==> config.mk <==
export PLATFORM = sky130hd
export DESIGN_NAME = layernorm_variance_stage
export DESIGN_NICKNAME = d
export VERILOG_FILES = /design/src/rtl/layernorm_variance_stage.sv
export SDC_FILE = /design/constraint.sdc
export NUM_CORES = 2
export LEC_CHECK = 0
export ABC_AREA = 1
export CORE_MARGIN = 2
export CORE_UTILIZATION = 35
export DETAILED_ROUTE_END_ITERATION = 12
export PLACE_DENSITY = 0.58
export SETUP_SLACK_MARGIN = 0.5
export SYNTH_ARGS = -nofsm -noshare
export SYNTH_HDL_FRONTEND = slang
export SYNTH_SLANG_ARGS = --single-unit
export TNS_END_PERCENT = 50
==> constraint.sdc <==
create_clock -name clk -period 9.7 [get_ports clk]
set_input_delay 2.91 -clock clk [delete_from_list [all_inputs] [get_ports clk]]
set_output_delay 2.91 -clock clk [all_outputs]
set_load 0.1 [all_outputs]
==> src/rtl/layernorm_variance_stage.sv <==
// LayerNorm statistics stage: streams one row of N signed activations, then
// presents the row mean and the sqrt radicand (variance + EPS) behind valid/ready.
module layernorm_variance_stage #(
  parameter int N          = 64,
  parameter int LOG2N      = 6,
  parameter int DATA_WIDTH = 16,
  parameter int FRAC_BITS  = 10,
  parameter int OUT_WIDTH  = 24,
  parameter int EPS        = 1
) (
  input  logic                         clk,
  input  logic                         rst_n,
  input  logic signed [DATA_WIDTH-1:0] x_in,
  input  logic                         x_valid,
  output logic                         x_ready,
  input  logic                         out_ready,
  output logic                         valid_out,
  output logic        [DATA_WIDTH-1:0] mean_out,
  output logic        [OUT_WIDTH-1:0]  radicand_out,
  output logic                         sat_out
);

  localparam int SUMW = DATA_WIDTH + LOG2N;
  localparam int PW   = 2 * DATA_WIDTH;
  localparam int SQW  = PW + LOG2N;
  localparam int DW   = PW + 2 * LOG2N + 1;

  // The radicand must carry the full Q.20 product fraction plus an integer bit.
  if (N != (1 << LOG2N) || OUT_WIDTH <= 2 * FRAC_BITS) begin : g_cfg_check
    $error("layernorm_variance_stage: inconsistent parameters");
  end

  typedef enum logic [1:0] {IDLE, ACCUM, FINISH, HOLD} state_t;
  state_t state, state_nxt;

  logic signed [SUMW-1:0] sum;
  logic        [SQW-1:0]  sumsq;
  logic        [LOG2N:0]  cnt, cnt_nxt;
  logic                   accept, first, last;

  logic signed [PW-1:0]   x_sq;
  logic signed [SUMW-1:0] x_ext;
  logic        [SQW-1:0]  sq_ext;

  assign x_ready = (state == IDLE) || (state == ACCUM);
  assign accept  = x_valid && x_ready;
  assign first   = (state == IDLE);
  assign cnt_nxt = first ? (LOG2N+1)'(1) : cnt + (LOG2N+1)'(1);
  assign last    = accept && (cnt_nxt == (LOG2N+1)'(N));

  assign x_sq   = x_in * x_in;
  assign x_ext  = {{LOG2N{x_in[DATA_WIDTH-1]}}, x_in};
  assign sq_ext = {{LOG2N{1'b0}}, x_sq};

  always_ff @(posedge clk or negedge rst_n) begin
    if (!rst_n) state <= IDLE;
    else        state <= state_nxt;
  end

  always_comb begin
    state_nxt = state;
    case (state)
      IDLE:    if (accept) state_nxt = last ? FINISH : ACCUM;
      ACCUM:   if (last)   state_nxt = FINISH;
      FINISH:  state_nxt = HOLD;
      HOLD:    if (out_ready) state_nxt = IDLE;
      default: state_nxt = IDLE;
    endcase
  end

  // First element of a row loads rather than adds, so nothing leaks across rows.
  always_ff @(posedge clk or negedge rst_n) begin
    if (!rst_n) begin
      sum   <= '0;
      sumsq <= '0;
      cnt   <= '0;
    end else if (accept) begin
      cnt <= cnt_nxt;
      if (first) begin
        sum   <= x_ext;
        sumsq <= sq_ext;
      end else begin
        sum   <= sum + x_ext;
        sumsq <= sumsq + sq_ext;
      end
    end
  end

  // N*sumsq - sum^2 is exact and non-negative; scaling by N^2 yields Q.20 variance.
  logic signed [DW-1:0] sum_w, sq_w, d;
  logic        [DW-1:0] variance, rad;
  logic                 sat;

  assign sum_w    = {{(DW-SUMW){sum[SUMW-1]}}, sum};
  assign sq_w     = {{(DW-SQW){1'b0}}, sumsq};
  assign d        = (sq_w <<< LOG2N) - sum_w * sum_w;
  assign variance = d >> (2 * LOG2N);
  assign rad      = variance + DW'(EPS);
  assign sat      = |rad[DW-1:OUT_WIDTH];

  always_ff @(posedge clk or negedge rst_n) begin
    if (!rst_n) begin
      valid_out    <= 1'b0;
      mean_out     <= '0;
      radicand_out <= '0;
      sat_out      <= 1'b0;
    end else if (state == FINISH) begin
      valid_out    <= 1'b1;
      mean_out     <= DATA_WIDTH'(sum >>> LOG2N);
      radicand_out <= sat ? {OUT_WIDTH{1'b1}} : rad[OUT_WIDTH-1:0];
      sat_out      <= sat;
    end else if (state == HOLD && out_ready) begin
      valid_out <= 1'b0;
    end
  end

endmodule

==> metrics.txt <==
CTS tree=done; final slew viol count=0; total global-route track usage=between 10% and 20%; clock period minus final worst setup slack=around 9400 ps; Critical Path Source=x_in[12]; synthesis-stage register bit count=between 100 and 150; core outline area=106,800 um^2; root buf cell=clkbuf_16; FF-to-FF path depth=33; commonest cells in the netlist=inv_1 (1,389), nand2_1 (1,048), fa_1 (790); Inserted Clock Buffers=9; First-pass DRT Iterations=5; Slowest-stage cell, CP=fa_1; initial core utilization=35.21%; Clock transition at path regs=110 ps; Fin. Hold Viols=0; final-layout fill cell count=~11,000; required time worst endpoint=10,000 ps; dpl hpwl=between 80 and 90 mm; vias in the first global route=roughly 33,000; biggest area consumer among synthesized cells=fa_1; slew of the pin with the lowest slew margin=between 1000 and 1500 ps; Worst Path Buf+Inv=10; register area=~2800 um^2; Slew headroom=23.52%; Clock Path Buffers=2; Avg Inst Size Synth=about 7.9 um^2; Mapped Cells=between 4,000 and 5,000; crit path to=sumsq[36]$_DFFE_PN0P_; Worst path depth=35; delay-heaviest family, CP=adder cells; final setup violation count=0; Post-Synthesis Cell Area=~38,000 um^2; status=finished clean; crit path launch type=primary input; antenna-violating nets left=0; Syn Nets=about 5,900; first-pass GRT wire length=roughly 170 mm; Multi-input gate area=29,980 um^2; Die Width=331.7 um; post-route clock period utilization=between 90% and 100%; share of cells above drive strength 1=around 15%; Boundary Pins=between 60 and 70; per-cell routed wire length=approximately 16 um; Metal-1 WL=46.88 mm; Synth-to-Final Area Change=17.66%; Die Area=110,000 um^2; fmax=about 0.11 GHz; routed wl met2=49.36 mm; GPL Wtd Cong=about 0.90; r2r startpoint=sum[21]$_DFFE_PN0P_; Ant. Diodes=0; largest net degree at the start of global routing=between 60 and 70; sequential area share after synthesis=around 7.4%; CP endpoint kind=register; arrival time at the worst endpoint=approximately 9700 ps; Synth warnings=0; Max stage delay on crit path=~560 ps; vias per inst=between 4 and 5; Worst-Skew Late Latency=~430 ps; most common cell in the netlist=inv_1; worst reg-to-reg setup slack=1040 ps; synth unique cells=a little over 50; initial antenna violation count=0; Max Cap Violations=0; Hold-fix buffers, CTS=0; Congestion Overflow GR=0; capturing point of the worst reg2reg path=radicand_out[17]$_DFFE_PN0P_; top sig layer=met4; Final Instance Area=between 40,000 and 50,000 um^2; Post-synth EDFFs=0; final hold slack=497.4 ps; I/O Buffers=just over 60; wire length on met3=roughly 4.0 mm; vias=30,046; final net count=between 6,000 and 7,000; H-tree depth=3; Clock Skew=~24 ps; cell mode on critical path=fa_1; final WL=around 100 mm; 1st-iter DRT viols=1,830; async set or reset register ratio after synthesis=100.0%; area share of the largest cell type after synthesis=42.08%; RSZ-0062 raised after global routing=yes; dpl cell area=about 42,000 um^2; Hold WC Path Type=register to register; Cell Rows=120; top cells by area, synth=fa_1 (42%), inv_1 (14%), nand2_1 (10%); clk sinks=between 100 and 150; Residual DRC=0; ys flop type=dfrtp_1; Setup CP Type=primary input to register; Worst Path Max Fanout=4; chip height=331.7 um
## placed cells by master (no fill, tap or decap), drive strengths merged, types with 45 or more instances in the layout
| cell | synthesis | layout |
|---|---|---|
| a21oi | 149 | 149 |
| buf | 12 | 415 |
| clkdlybuf4s50 | 0 | 45 |
| dfrtp | 111 | 111 |
| fa | 790 | 790 |
| ha | 281 | 281 |
| inv | 1423 | 1426 |
| nand2 | 1087 | 1087 |
| nand3 | 133 | 133 |
| nor2 | 242 | 242 |
| o21ai | 126 | 126 |
| xnor2 | 48 | 48 |
| xor2 | 53 | 53 |
## worst min-delay path: stages, from the launching register on
cell	delay, ps
dfrtp_1	360
nand2_1	50
o21ai_0	60
## sequential cells by signal, summed over array words and instances (netlist names)
register,flops
radicand_out,24
sumsq,38
valid_out,1
sat_out,1
sum,22
mean_out,16
state,2
cnt,7
## cell families (layout without fill, tap and decap cells)
logic type / count (synthesis) / after routing / share of synthesized area (%)
mux: 1 / 1 / 0.02663
simple gates: 1566 / 1566 / 17.68
buf+inv: 1538 / 1909 / 15.45
xor+xnor: 101 / 101 / 2.354
fa+ha+maj: 1071 / 1071 / 51.43
flops: 111 / 111 / 7.390
compound gates: 375 / 375 / 5.662
## final cells by class
type | count | area share, %
Clock buffer | 9 | 0.5093
Clock inverter | 7 | 0.2433
Inverter | 1429 | 12.17
Multi-Input combinational cell | 3114 | 67.79
Sequential cell | 111 | 6.281
Tap cell | 1403 | 3.970
Timing Repair Buffer | 464 | 9.037
## timing repair
| item | 4_1_cts | 5_1_grt |
|---|---|---|
| resized for setup | 251 | 66 |
| pin swaps | 130 | 68 |
| gates cloned | 4 | 0 |
| setup endpoints to repair | 22 | 21 |
| setup buffers | 66 | 11 |
## how the worst min path moves through the flow
| stage | startpoint | to | slack [ps] | cells after the start |
|---|---|---|---|---|
| after floorplan | cnt[3]$_DFFE_PN0P_ | cnt[3]$_DFFE_PN0P_ | 450 | 2 |
| after global placement | mean_out[6]$_DFFE_PN0P_ | mean_out[6]$_DFFE_PN0P_ | 470 | 2 |
| after detailed placement | valid_out$_DFFE_PN0P_ | valid_out$_DFFE_PN0P_ | 470 | 2 |
| after CTS | cnt[3]$_DFFE_PN0P_ | cnt[3]$_DFFE_PN0P_ | 510 | 2 |
| after global routing | mean_out[14]$_DFFE_PN0P_ | mean_out[14]$_DFFE_PN0P_ | 540 | 2 |
| final | mean_out[3]$_DFFE_PN0P_ | mean_out[3]$_DFFE_PN0P_ | 500 | 2 |
## through the flow
stage               setup slack, ps  setup TNS (ps)  std cells  utilization [%]
floorplan                     336.8               0       4763                -
global placement             -584.1           -7428       6440            39.56
detailed placement           -600.5           -7684       6440            39.56
CTS                           382.1               0       6526            41.08
global route                 -13.65          -13.65       6537            41.43
finish                        290.3               0       6537            41.43
## metal layers
metal | track usage [%] | vias up
met3 | 1.763 | 127
met5 | 0 | -
met4 | 6.004 | 0
li1 | - | 14567
met1 | 26.70 | 14783
met2 | 33.84 | 569
Power is left out: the tool's default activity adds up to more than one toggle a clock period on the data nets, which glitch-free logic cannot reach.
